<file path="config.mk">
export PLATFORM = sky130hd
export DESIGN_NAME = vedic_div_16b_8b_seq
export DESIGN_NICKNAME = d
export VERILOG_FILES = /design/src/rtl/vedic_pkg.sv /design/src/rtl/div_step.sv /design/src/rtl/vedic_div_16b_8b_seq.sv
export SDC_FILE = /design/constraint.sdc
export NUM_CORES = 1
export LEC_CHECK = 0
export ABC_AREA = 1
export CORE_MARGIN = 8
export CORE_UTILIZATION = 40
export DETAILED_ROUTE_END_ITERATION = 8
export RECOVER_POWER = 25
export SLEW_MARGIN = 20
export SYNTH_ARGS = -nofsm -noshare
export SYNTH_HDL_FRONTEND = slang
export SYNTH_HIERARCHICAL = 1
export SYNTH_SLANG_ARGS = --single-unit
</file>
<file path="constraint.sdc">
create_clock -name clk -period 3.6 [get_ports clk]
set_input_delay 0.36 -clock clk [delete_from_list [all_inputs] [get_ports clk]]
set_output_delay 0.36 -clock clk [all_outputs]
set_load 0.005 [all_outputs]
</file>
<file path="src/rtl/vedic_pkg.sv">
// rtl/vedic_pkg.sv - shared types and constants for the Vedic arithmetic unit
package vedic_pkg;
   localparam int DIV_W     = 8;
   localparam int DIV_CNT_W = $clog2(DIV_W);

   typedef enum logic [1:0] {
      IDLE = 2'd0,
      CALC = 2'd1,
      DONE = 2'd2
   } div_state_t;
endpackage

</file>
<file path="src/rtl/div_step.sv">
// rtl/div_step.sv - one restoring-division step: compare-subtract of T against the divisor
module div_step #(
   parameter int W = 8
) (
   input  logic [W:0]   t,
   input  logic [W-1:0] divisor,
   output logic         q_bit,
   output logic [W:0]   r_next
);
   logic [W:0]   d_inv;
   logic [W+1:0] sum;

   // T - D as T + ~D + 1; the carry out is the "no borrow" flag, i.e. T >= D
   always_comb begin
      d_inv  = ~{1'b0, divisor};
      sum    = {1'b0, t} + {1'b0, d_inv} + {{(W+1){1'b0}}, 1'b1};
      q_bit  = sum[W+1];
      r_next = q_bit ? sum[W:0] : t;
   end
endmodule

</file>
<file path="src/rtl/vedic_div_16b_8b_seq.sv">
// rtl/vedic_div_16b_8b_seq.sv - sequential 2W/W restoring divider, one quotient bit per clock
// Optional macro DIV_OVF_CHECK_EN: early divide-by-zero / overflow detection with err flag.
module vedic_div_16b_8b_seq
   import vedic_pkg::*;
#(
   parameter int W = DIV_W
) (
   input  logic           clk,
   input  logic           rst_n,
   input  logic           in_valid,
   output logic           in_ready,
   input  logic [2*W-1:0] dividend,
   input  logic [W-1:0]   divisor,
   output logic           out_valid,
   input  logic           out_ready,
   output logic [W-1:0]   quotient,
   output logic [W-1:0]   remainder,
   output logic           err
);
   localparam int CW = $clog2(W);

   div_state_t     state_q, state_d;
   logic [CW-1:0]  cnt_q, cnt_d;
   logic [W:0]     r_q, r_d;
   logic [W-1:0]   low_q, low_d;
   logic [W-1:0]   dvs_q, dvs_d;
   logic [W-1:0]   quo_q, quo_d;
   logic [W-1:0]   rem_q, rem_d;
   logic           err_q, err_d;
   logic [W:0]     t;
   logic           q_bit;
   logic [W:0]     r_next;
   logic           ovf;

`ifdef DIV_OVF_CHECK_EN
   assign ovf = (divisor == '0) || (dividend[2*W-1:W] >= divisor);
`else
   assign ovf = 1'b0;
`endif

   assign t = {r_q[W-1:0], low_q[cnt_q]};

   div_step #(.W(W)) u_step (
      .t       (t),
      .divisor (dvs_q),
      .q_bit   (q_bit),
      .r_next  (r_next)
   );

   always_ff @(posedge clk or negedge rst_n) begin
      if (!rst_n) begin
         state_q <= IDLE;
         cnt_q   <= CW'(W-1);
         r_q     <= '0;
         low_q   <= '0;
         dvs_q   <= '0;
         quo_q   <= '0;
         rem_q   <= '0;
         err_q   <= 1'b0;
      end else begin
         state_q <= state_d;
         cnt_q   <= cnt_d;
         r_q     <= r_d;
         low_q   <= low_d;
         dvs_q   <= dvs_d;
         quo_q   <= quo_d;
         rem_q   <= rem_d;
         err_q   <= err_d;
      end
   end

   always_comb begin
      state_d = state_q;
      case (state_q)
         IDLE:    if (in_valid) state_d = ovf ? DONE : CALC;
         CALC:    if (cnt_q == '0) state_d = DONE;
         DONE:    if (out_ready) state_d = IDLE;
         default: state_d = IDLE;
      endcase
   end

   always_comb begin
      in_ready  = (state_q == IDLE);
      out_valid = (state_q == DONE);
   end

   always_comb begin
      cnt_d = cnt_q;
      r_d   = r_q;
      low_d = low_q;
      dvs_d = dvs_q;
      quo_d = quo_q;
      rem_d = rem_q;
      err_d = err_q;
      case (state_q)
         IDLE: begin
            if (in_valid) begin
               r_d   = {1'b0, dividend[2*W-1:W]};
               low_d = dividend[W-1:0];
               dvs_d = divisor;
               cnt_d = CW'(W-1);
               quo_d = '0;
               err_d = ovf;
               if (ovf) begin
                  quo_d = '1;
                  rem_d = '0;
               end
            end
         end
         CALC: begin
            r_d   = r_next;
            quo_d = {quo_q[W-2:0], q_bit};
            cnt_d = cnt_q - CW'(1);
            if (cnt_q == '0) begin
               rem_d = r_next[W-1:0];
               cnt_d = CW'(W-1);
            end
         end
         default: ;
      endcase
   end

   assign quotient  = quo_q;
   assign remainder = rem_q;
   assign err       = err_q;
endmodule
</file>
==> metrics.yaml, run 1 <==
outcome: "finished with violations"
violations: "capacitance limit, slew limit"
fin_crit_ns: 2.44
cts_max_path_buffers: 2
slew_headroom: -0.612
max_freq_mhz: 410
dp_slack_ns: 1.18
dieArea_sq_um: 9150
final_area_sq_um: 3140
setup_violations: 0
worstSetupStartpoint: "cnt_q[0]$_DFFE_PN1P_"
met2_usage: 0.237
critPathLaunchType: "register"
viasPerCell: 4.68
drt-pass1-iter-count: 4
ant_nets: 0
cp-endpoint: "r_q[4]$_DFFE_PN0P_"
clkSlewWorstSetupHoldPaths_ns: 0.09
power.leakage_uw: 0.00162
tightest_slew_ns: 2.42
drive_gt1_frac: 0.0789
hold_viol: 0
rsz0062_at_grt: "no"
remaining_drc_errors: 0
num_antenna_cells: 0
dieHeight_microns: 95.6
layout.nets: 418
yosysWarnings: 6
syn2layout_area_growth_pct: 23.7
timing.rr.end: "r_q[4]$_DFFE_PN0P_"
finalSetupTns_ns: 0
r2r-start: "cnt_q[0]$_DFFE_PN1P_"
post_cts_buffers: 0
rrSetupSlack_ns: 1.16
arrival_ns: 2.63
antenna_found_initial: 0
hold_buffers: 0
cts_resized: 0
h-tree-depth: 2
maxSlewViolCount: 46
gp_congestion: 0.802
cts_buffers: 5
syn_avg_cell_area_sq_um: 7.60
start_util: 0.407
grt_max_degree: 46
fin_crit_sh: 0.678
cts_tree: "built"
finalClockSkew_ns: 0.00568
drv_cap: 1
grt_usage: 0.136
clk_latency_ns: 0.30
drtIter0Drc: 78
dp_hpwl_microns: 4260
ir_worst_vdd_uv: 504
powerDensity_nw_per_um2: 1020
core_sq_um: 6240
synth_area_sq_um: 2540
ios: 47
dpl_cell_area_sq_um: 3020
met3_usage: 0.0268
holdCritPathClass: "register to register"
synth_nets: 373
reg2reg_depth: 16
p_total_uw: 3200
timing.final.ws_setup_ns: 1.16
path_max_fanout: 7
syn_inst: 334
grt-busiest-layer: "met2"
wirelength_microns: 5740
grt_pass1_vias: 2159
path_class: "register to register"
port_buffers: 45
grt_first_pass_wirelength_microns: 9880
critPathRequiredTime_ns: 3.79
grt.overflow.total: 0
die_w_microns: 95.6
cts.sinks: 45
via_count: 2141
wl_per_cell_microns: 12.6
end_kind: "register"
grt_use_met1: 0.164
cts_root_buffer: "clkbuf_8"
rows: 29
[power by group]
group | switching (uW) | internal, uW | total [uW]
sequential | 148 | 761 | 909
clock | 178 | 227 | 405
combinational | 1100 | 787 | 1880
total | 1420 | 1770 | 3200
[worst min-delay path by stage]
| stage | depth (start not counted) | slack (ns) | endpoint | startpoint |
|---|---|---|---|---|
| finish | 2 | 0.48 | remainder[0]$_DFFE_PN0P_ | remainder[0]$_DFFE_PN0P_ |
| floorplan | 0 | 0.06 | dvs_q[0]$_DFFE_PN0P_ | rst_n |
| detailed placement | 2 | 0.47 | remainder[2]$_DFFE_PN0P_ | remainder[2]$_DFFE_PN0P_ |
| global placement | 2 | 0.46 | remainder[7]$_DFFE_PN0P_ | remainder[7]$_DFFE_PN0P_ |
| global route | 2 | 0.50 | dvs_q[6]$_DFFE_PN0P_ | dvs_q[6]$_DFFE_PN0P_ |
| CTS | 1 | 0.26 | dvs_q[6]$_DFFE_PN0P_ | rst_n |
[cell usage in the layout, fill, tap and decap left out, types with 3 or more instances in the layout]
cell and n:
xnor2_1 3, inv_1 50, nand4_1 5, o21ai_1 14
o21ai_0 6, nand3_2 4, nand2_2 4, ha_1 10
inv_2 4, dfstp_2 3, nand2_1 132, nor2_1 6
clkbuf_8 6, nand3_1 23, clkdlybuf4s50_1 44, dfrtp_1 42
o22ai_1 6
[state kept, by name, summed over array words and instances, names as in the netlist]
register / count
dvs_q: 8
low_q: 8
quotient: 8
r_q: 8
remainder: 8
cnt_q: 3
state_q: 2
[final cells by class]
class | count | area, sq um
tap | 77 | 96.3
clock inverter | 1 | 30.0
sequential | 45 | 1130
timing repair buffer | 46 | 452
fill | 646 | 3100
clock buffer | 7 | 86.3
multi-input combinational | 227 | 1140
inverter | 54 | 203
[metrics by stage]
step,instances,hold slack [ns],util
floorplan,334,0.0644,-
global placement,449,0.458,0.485
detailed placement,449,0.466,0.485
CTS,457,0.259,0.503
global route,457,0.503,0.503
finish,457,0.480,0.503
[worst max-delay path, stage by stage, from the launching register on]
cell and delay, ns:
dfstp_2 0.58, inv_1 0.11, nand2_1 0.07, nand3_1 0.06, nand2_1 0.07, nand2_1 0.05, nand2_1 0.06, inv_1 0.04
ha_1 0.20, fa_1 0.42, o21ai_0 0.18, nand2_1 0.08, xnor2_1 0.12, nand2_1 0.06, nand2_1 0.08, nand2_1 0.07
nand3_1 0.07
[layer usage]
metal,share of wire,vias to the layer above
met5,0,-
met4,0.0084,0
met3,0.038,5
li1,-,1122
met1,0.46,984
met2,0.49,30
No activity file was read; power rests on OpenSTA's default activity.
==> run 2, diff against run 1 <==
clock period = 2.4 ns   (was 3.6 ns; I/O delays follow)
==> run 2 against run 1 <==
  * The run now ends clean
  * Final cell count increased by 0.66%
  * Worst setup slack got worse by 0.94 ns
  * Hold slack got worse by 0.0097 ns
  * Global-route usage decreased by 0.18 points
  * Sequential share of layout area decreased by 0.23 points
  * First-iteration DRC count decreased by 3.8%
  * Via count increased by 1.4%
  * Power increased by 49%
  * Critical endpoint unchanged
==> metrics.yaml, run 2 (synthesis gave the netlist of run 1 again) <==
power.leakage_uw: 0.00162  # about the same
fill_cells: 655  # +1.4%
grt_usage: 0.134  # -0.00175
fin_crit_sh: 0.909  # +0.231
antenna_found_initial: 0  # unchanged
ios: 47  # unchanged
slew_headroom: 0.259  # +0.870
finalClockSkew_ns: 0.00884  # +0.00315 ns
dieArea_sq_um: 9150  # unchanged
outcome: "completed"
syn2layout_area_growth_pct: 24.5
clk_latency_ns: 0.31  # about the same
core_sq_um: 6240  # unchanged
holdCritPathClass: "input pin to register"
cts_tree: "built"
rsz0062_at_grt: "no"
wirelength_microns: 5820  # +1.3%
remaining_drc_errors: 0  # unchanged
end_kind: "register"
powerDensity_nw_per_um2: 1500  # +48%
cts.sinks: 45  # unchanged
h-tree-depth: 2  # unchanged
cts_max_path_buffers: 2  # unchanged
rrSetupSlack_ns: 0.22  # -0.94 ns
drv_cap: 0  # -1
rows: 29  # unchanged
arrival_ns: 2.38  # -0.25 ns
fin_util: 0.506  # +0.00321
ant_nets: 0  # unchanged
maxSlewViolCount: 0  # -100%
max_freq_mhz: 458  # +12%
path_class: "register to register"
drtIter0Drc: 75  # -3.8%
path_max_fanout: 6  # -1
final_common_cell: "nand2_1"
finalSetupTns_ns: 0  # unchanged
clkSlewWorstSetupHoldPaths_ns: 0.09  # about the same
viasPerCell: 4.72  # +0.69%
fin_crit_ns: 2.18  # -0.259 ns
layout.nets: 421  # +0.72%
wl_per_cell_microns: 12.6  # +0.63%
critPathLaunchType: "register"
grt_pass1_vias: 2190  # +1.4%
layout_common_cells: "131 x nand2_1, 48 x inv_1, 44 x clkdlybuf4s50_1, 42 x dfrtp_1, 23 x nand3_1"
setup_violations: 0  # unchanged
grt.overflow.total: 0  # unchanged
via_count: 2170  # +1.4%
start_util: 0.407  # unchanged
grt_first_pass_wirelength_microns: 9740  # -1.4%
cts_buffers: 5  # unchanged
hold_viol: 0  # unchanged
dieHeight_microns: 95.6  # unchanged
tightest_slew_ns: 1.11  # -1.31 ns
die_w_microns: 95.6  # unchanged
ir_worst_vdd_uv: 754  # +50%
critPathRequiredTime_ns: 2.60  # -1.19 ns
num_antenna_cells: 0  # unchanged
port_buffers: 45  # unchanged
dp_hpwl_microns: 4280  # +0.56%
drive_gt1_frac: 0.0966  # +0.0177
drt-pass1-iter-count: 4  # unchanged
grt_max_degree: 45  # -2.2%
gp_congestion: 0.853  # +6.4%
cts_root_buffer: "clkbuf_8"
[run 2: per-stage QoR]
stage / hold slack, ns / instance area (sq um) / power (uW) / worst slack, ns / cells
floorplan: -0.0556 / 2540 / 3500 / 0.155 / 334
global placement: 0.460 / 3040 / 4210 / 0.0999 / 451
detailed placement: 0.462 / 3040 / 4250 / 0.0351 / 451
CTS: 0.139 / 3130 / 4760 / 0.0580 / 459
global route: 0.484 / 3160 / 5290 / 0.00546 / 460
finish: 0.470 / 3160 / 4750 / 0.217 / 460
[run 2: what timing repair did]
action	4_1_cts	5_1_grt
setup buffers	0	0
gates cloned	0	0
setup endpoints to repair	1	11
pin swaps	0	6
hold buffers	0	1
resized for setup	1	7
hold endpoints to repair	0	42
[run 2: path summary, 6_finish.rpt]
check	endpoint	startpoint	cells past startpoint
max	r_q[4]$_DFFE_PN0P_	cnt_q[0]$_DFFE_PN1P_	16
min	dvs_q[7]$_DFFE_PN0P_	divisor[7]	3
max reg2reg	r_q[4]$_DFFE_PN0P_	cnt_q[0]$_DFFE_PN1P_	16
min reg2reg	remainder[5]$_DFFE_PN0P_	remainder[5]$_DFFE_PN0P_	2
max in group asynchronous	cnt_q[2]$_DFFE_PN1P_	rst_n	3
min in group asynchronous	r_q[5]$_DFFE_PN0P_	rst_n	2
[run 2: cell type report]
type	count	area, sq um	share of cell area
clock inverter	1	8.76	0.00277
timing repair buffer	49	478	0.151
tap	77	96.3	0.0305
inverter	54	203	0.0642
clock buffer	7	76.3	0.0242
multi-input combinational	227	1170	0.370
sequential	45	1130	0.358
[run 2: routing by layer]
metal / global-route usage / vias up / part of all wire / wire [microns]
met5: 0 / - / 0 / 0
met1: 0.165 / 1001 / 0.46 / 2670
met2: 0.228 / 34 / 0.49 / 2850
li1: - / 1130 / - / -
met3: 0.0331 / 5 / 0.041 / 238
met4: 0.0371 / 0 / 0.0091 / 53
[run 2: power by group]
part	total (uW)	internal (uW)	switching [uW]
combinational	2920	1230	1690
sequential	1350	1140	211
clock	481	209	272
[run 2: worst max-delay path, stage by stage (launching register included)]
cell     delay [ns]
dfstp_2        0.55
inv_2          0.06
nand2_1        0.06
nand3_1        0.07
nand2_1        0.08
nand2_1        0.05
nand2_1        0.06
inv_2          0.05
ha_4           0.16
fa_2           0.38
o21ai_1        0.13
nand2_1        0.07
xnor2_1        0.12
nand2_1        0.05
nand2_1        0.07
nand2_1        0.06
nand3_1        0.07
==> run 3, diff against run 2 <==
PLACE_DENSITY = 0.66   (was not set)
SETUP_SLACK_MARGIN = 0.2   (was not set)
==> run 3 against run 2 <==
  * Power up 9.8%
  * Final area grew 5.3%
  * Sequential power about the same
  * Register-to-register slack hardly changed
  * Worst setup slack lost 0.013 ns
  * First-iteration DRC count up 12%
  * Non-clock buffer count is 11 higher
  * Count of clock-buffer cells in the layout decreased by 1
  * Global-route usage increased by 0.64 points
  * Sequential share of layout area is 1.8 points lower
  * Critical endpoint unchanged
  * Largest power group unchanged
==> metrics.yaml, run 3 (synthesis gave the netlist of run 1 again) <==
viasPerCell: 4.88  # +3.4%
die_w_microns: 95.6  # unchanged
clk_latency_ns: 0.31  # about the same
setup_violations: 0  # unchanged
rows: 29  # unchanged
multi_input_area_sq_um: 1220  # +4.9%
drive_gt1_frac: 0.168  # +0.0709
maxSlewViolCount: 0  # unchanged
max_freq_mhz: 455  # -0.59%
path_class: "register to register"
fin_util: 0.533  # +0.0271
start_util: 0.407  # unchanged
dieHeight_microns: 95.6  # unchanged
cts_buffers: 5  # unchanged
powerDensity_nw_per_um2: 1570  # +4.2%
outcome: "completed"
critPathLaunchType: "register"
remaining_drc_errors: 0  # unchanged
dieArea_sq_um: 9150  # unchanged
finalClockSkew_ns: 0.0154  # +0.00656 ns
core_sq_um: 6240  # unchanged
grt_first_pass_wirelength_microns: 10400  # +6.5%
critPathRequiredTime_ns: 2.58  # -0.02 ns
tightest_slew_ns: 1.11  # -0.00553 ns
cts_root_buffer: "clkbuf_8"
wirelength_microns: 6050  # +4.0%
dp_hpwl_microns: 4310  # +0.76%
register_area_sq_um: 1130  # unchanged
slowest_stage: "dfstp_2"
drt-pass1-iter-count: 4  # unchanged
timing.final.ws_setup_ns: 0.204  # -0.0129 ns
grt.overflow.total: 0  # unchanged
wl_per_cell_microns: 12.8  # +1.6%
end_kind: "register"
cts_tree: "built"
arrival_ns: 2.38  # about the same
num_antenna_cells: 0  # unchanged
rsz0062_at_grt: "yes"
power.leakage_uw: 0.00170  # +5.1%
slew_headroom: 0.262  # +0.00369
antenna_found_initial: 0  # unchanged
fin_crit_ns: 2.20  # +0.0129 ns
layout.nets: 432  # +2.6%
gp_congestion: 0.833  # -2.3%
syn2layout_area_growth_pct: 31.2
cts_max_path_buffers: 2  # unchanged
holdCritPathClass: "input pin to register"
ant_nets: 0  # unchanged
dp_slack_ns: 0.0945  # +0.0594 ns
layout_common_cells: "124 x nand2_1, 47 x inv_1, 44 x clkdlybuf4s50_1, 42 x dfrtp_1, 18 x nand3_1"
h-tree-depth: 2  # unchanged
grt_pass1_vias: 2337  # +6.7%
grt_usage: 0.141  # +0.00642
fill_cells: 614  # -6.3%
grt_max_degree: 45  # unchanged
finalSetupTns_ns: 0  # unchanged
via_count: 2297  # +5.9%
cts.sinks: 45  # unchanged
path_cells: "inv_4, nand2_2, nand3_2, nand2_1, nand2_1, nand2_1, inv_2, ha_4, fa_2, o21ai_1, nand2_1, xnor2_1, nand2_1, nand2_1, nand2_1, nand3_1"
hold_viol: 0  # unchanged
ir_worst_vdd_uv: 707  # -6.2%
clkSlewWorstSetupHoldPaths_ns: 0.09  # about the same
final_common_cell: "nand2_1"
drtIter0Drc: 84  # +12%
drv_cap: 0  # unchanged
fin_crit_sh: 0.915  # +0.00536
path_max_fanout: 5  # -1
ios: 47  # unchanged
cpMostUsedCell: "nand2_1"
slowest_delay_ns: 0.57  # +0.02 ns
port_buffers: 45  # unchanged
## run 3: cell type report
class,count,share of cell area
Clock buffer,6,0.0248
Clock inverter,2,0.00489
Inverter,54,0.0617
Multi-Input combinational cell,227,0.368
Sequential cell,45,0.339
Tap cell,77,0.0289
Timing Repair Buffer,60,0.172
## run 3: power breakdown
part	switching, uW	internal (uW)	leakage, uW	total [uW]
logic	1860	1470	0.00109	3340
clock network	278	237	0.0000478	515
registers	227	1140	0.000558	1370
total	2370	2850	0.00170	5220
## run 3: what timing repair did
| item | CTS | global route |
|---|---|---|
| hold buffers | 0 | 1 |
| resized for setup | 11 | 15 |
| gates cloned | 0 | 0 |
| pin swaps | 9 | 17 |
| hold endpoints to repair | 0 | 42 |
| setup endpoints to repair | 11 | 16 |
| buffers inserted | 4 | 7 |
## run 3: final timing paths
kind                                                from                        to  slack, ns  cells past startpoint
worst min register to register  remainder[1]$_DFFE_PN0P_  remainder[1]$_DFFE_PN0P_       0.48                      2
worst min-delay path                          divisor[1]      dvs_q[1]$_DFFE_PN0P_       0.47                      3
worst max register to register      cnt_q[0]$_DFFE_PN1P_        r_q[4]$_DFFE_PN0P_       0.20                     16
worst max-delay path                cnt_q[0]$_DFFE_PN1P_        r_q[4]$_DFFE_PN0P_       0.20                     16
min in group asynchronous                          rst_n      dvs_q[5]$_DFFE_PN0P_       0.67                      2
max in group asynchronous                          rst_n      cnt_q[2]$_DFFE_PN1P_       0.98                      3
## run 3: metrics by stage
stage / total power (uW) / instances / area [sq um] / hold slack [ns]
after global routing: 5750 / 471 / 3330 / 0.477
after CTS: 4920 / 463 / 3210 / 0.130
after global placement: 4180 / 451 / 3040 / 0.459
after detailed placement: 4240 / 451 / 3040 / 0.462
after floorplan: 3500 / 334 / 2540 / -0.0556
final: 5220 / 471 / 3330 / 0.469
## run 3: worst max-delay path: cells and delay by family, from the launching register on
family                   cells  cell delay [ns]
adder cells (fa/ha/maj)      2             0.52
flip-flops                   1             0.57
XOR/XNOR                     1             0.12
buffers and inverters        2             0.11
AO/OA/AOI/OAI                1             0.14
AND/OR/NAND/NOR             10             0.63
## run 3: routing by layer
| layer | vias up | GRT usage | share of wire |
|---|---|---|---|
| li1 | 1150 | - | - |
| met4 | 0 | 0.0448 | 0.017 |
| met1 | 1080 | 0.168 | 0.44 |
| met3 | 12 | 0.0354 | 0.054 |
| met5 | - | 0 | 0 |
| met2 | 55 | 0.241 | 0.49 |
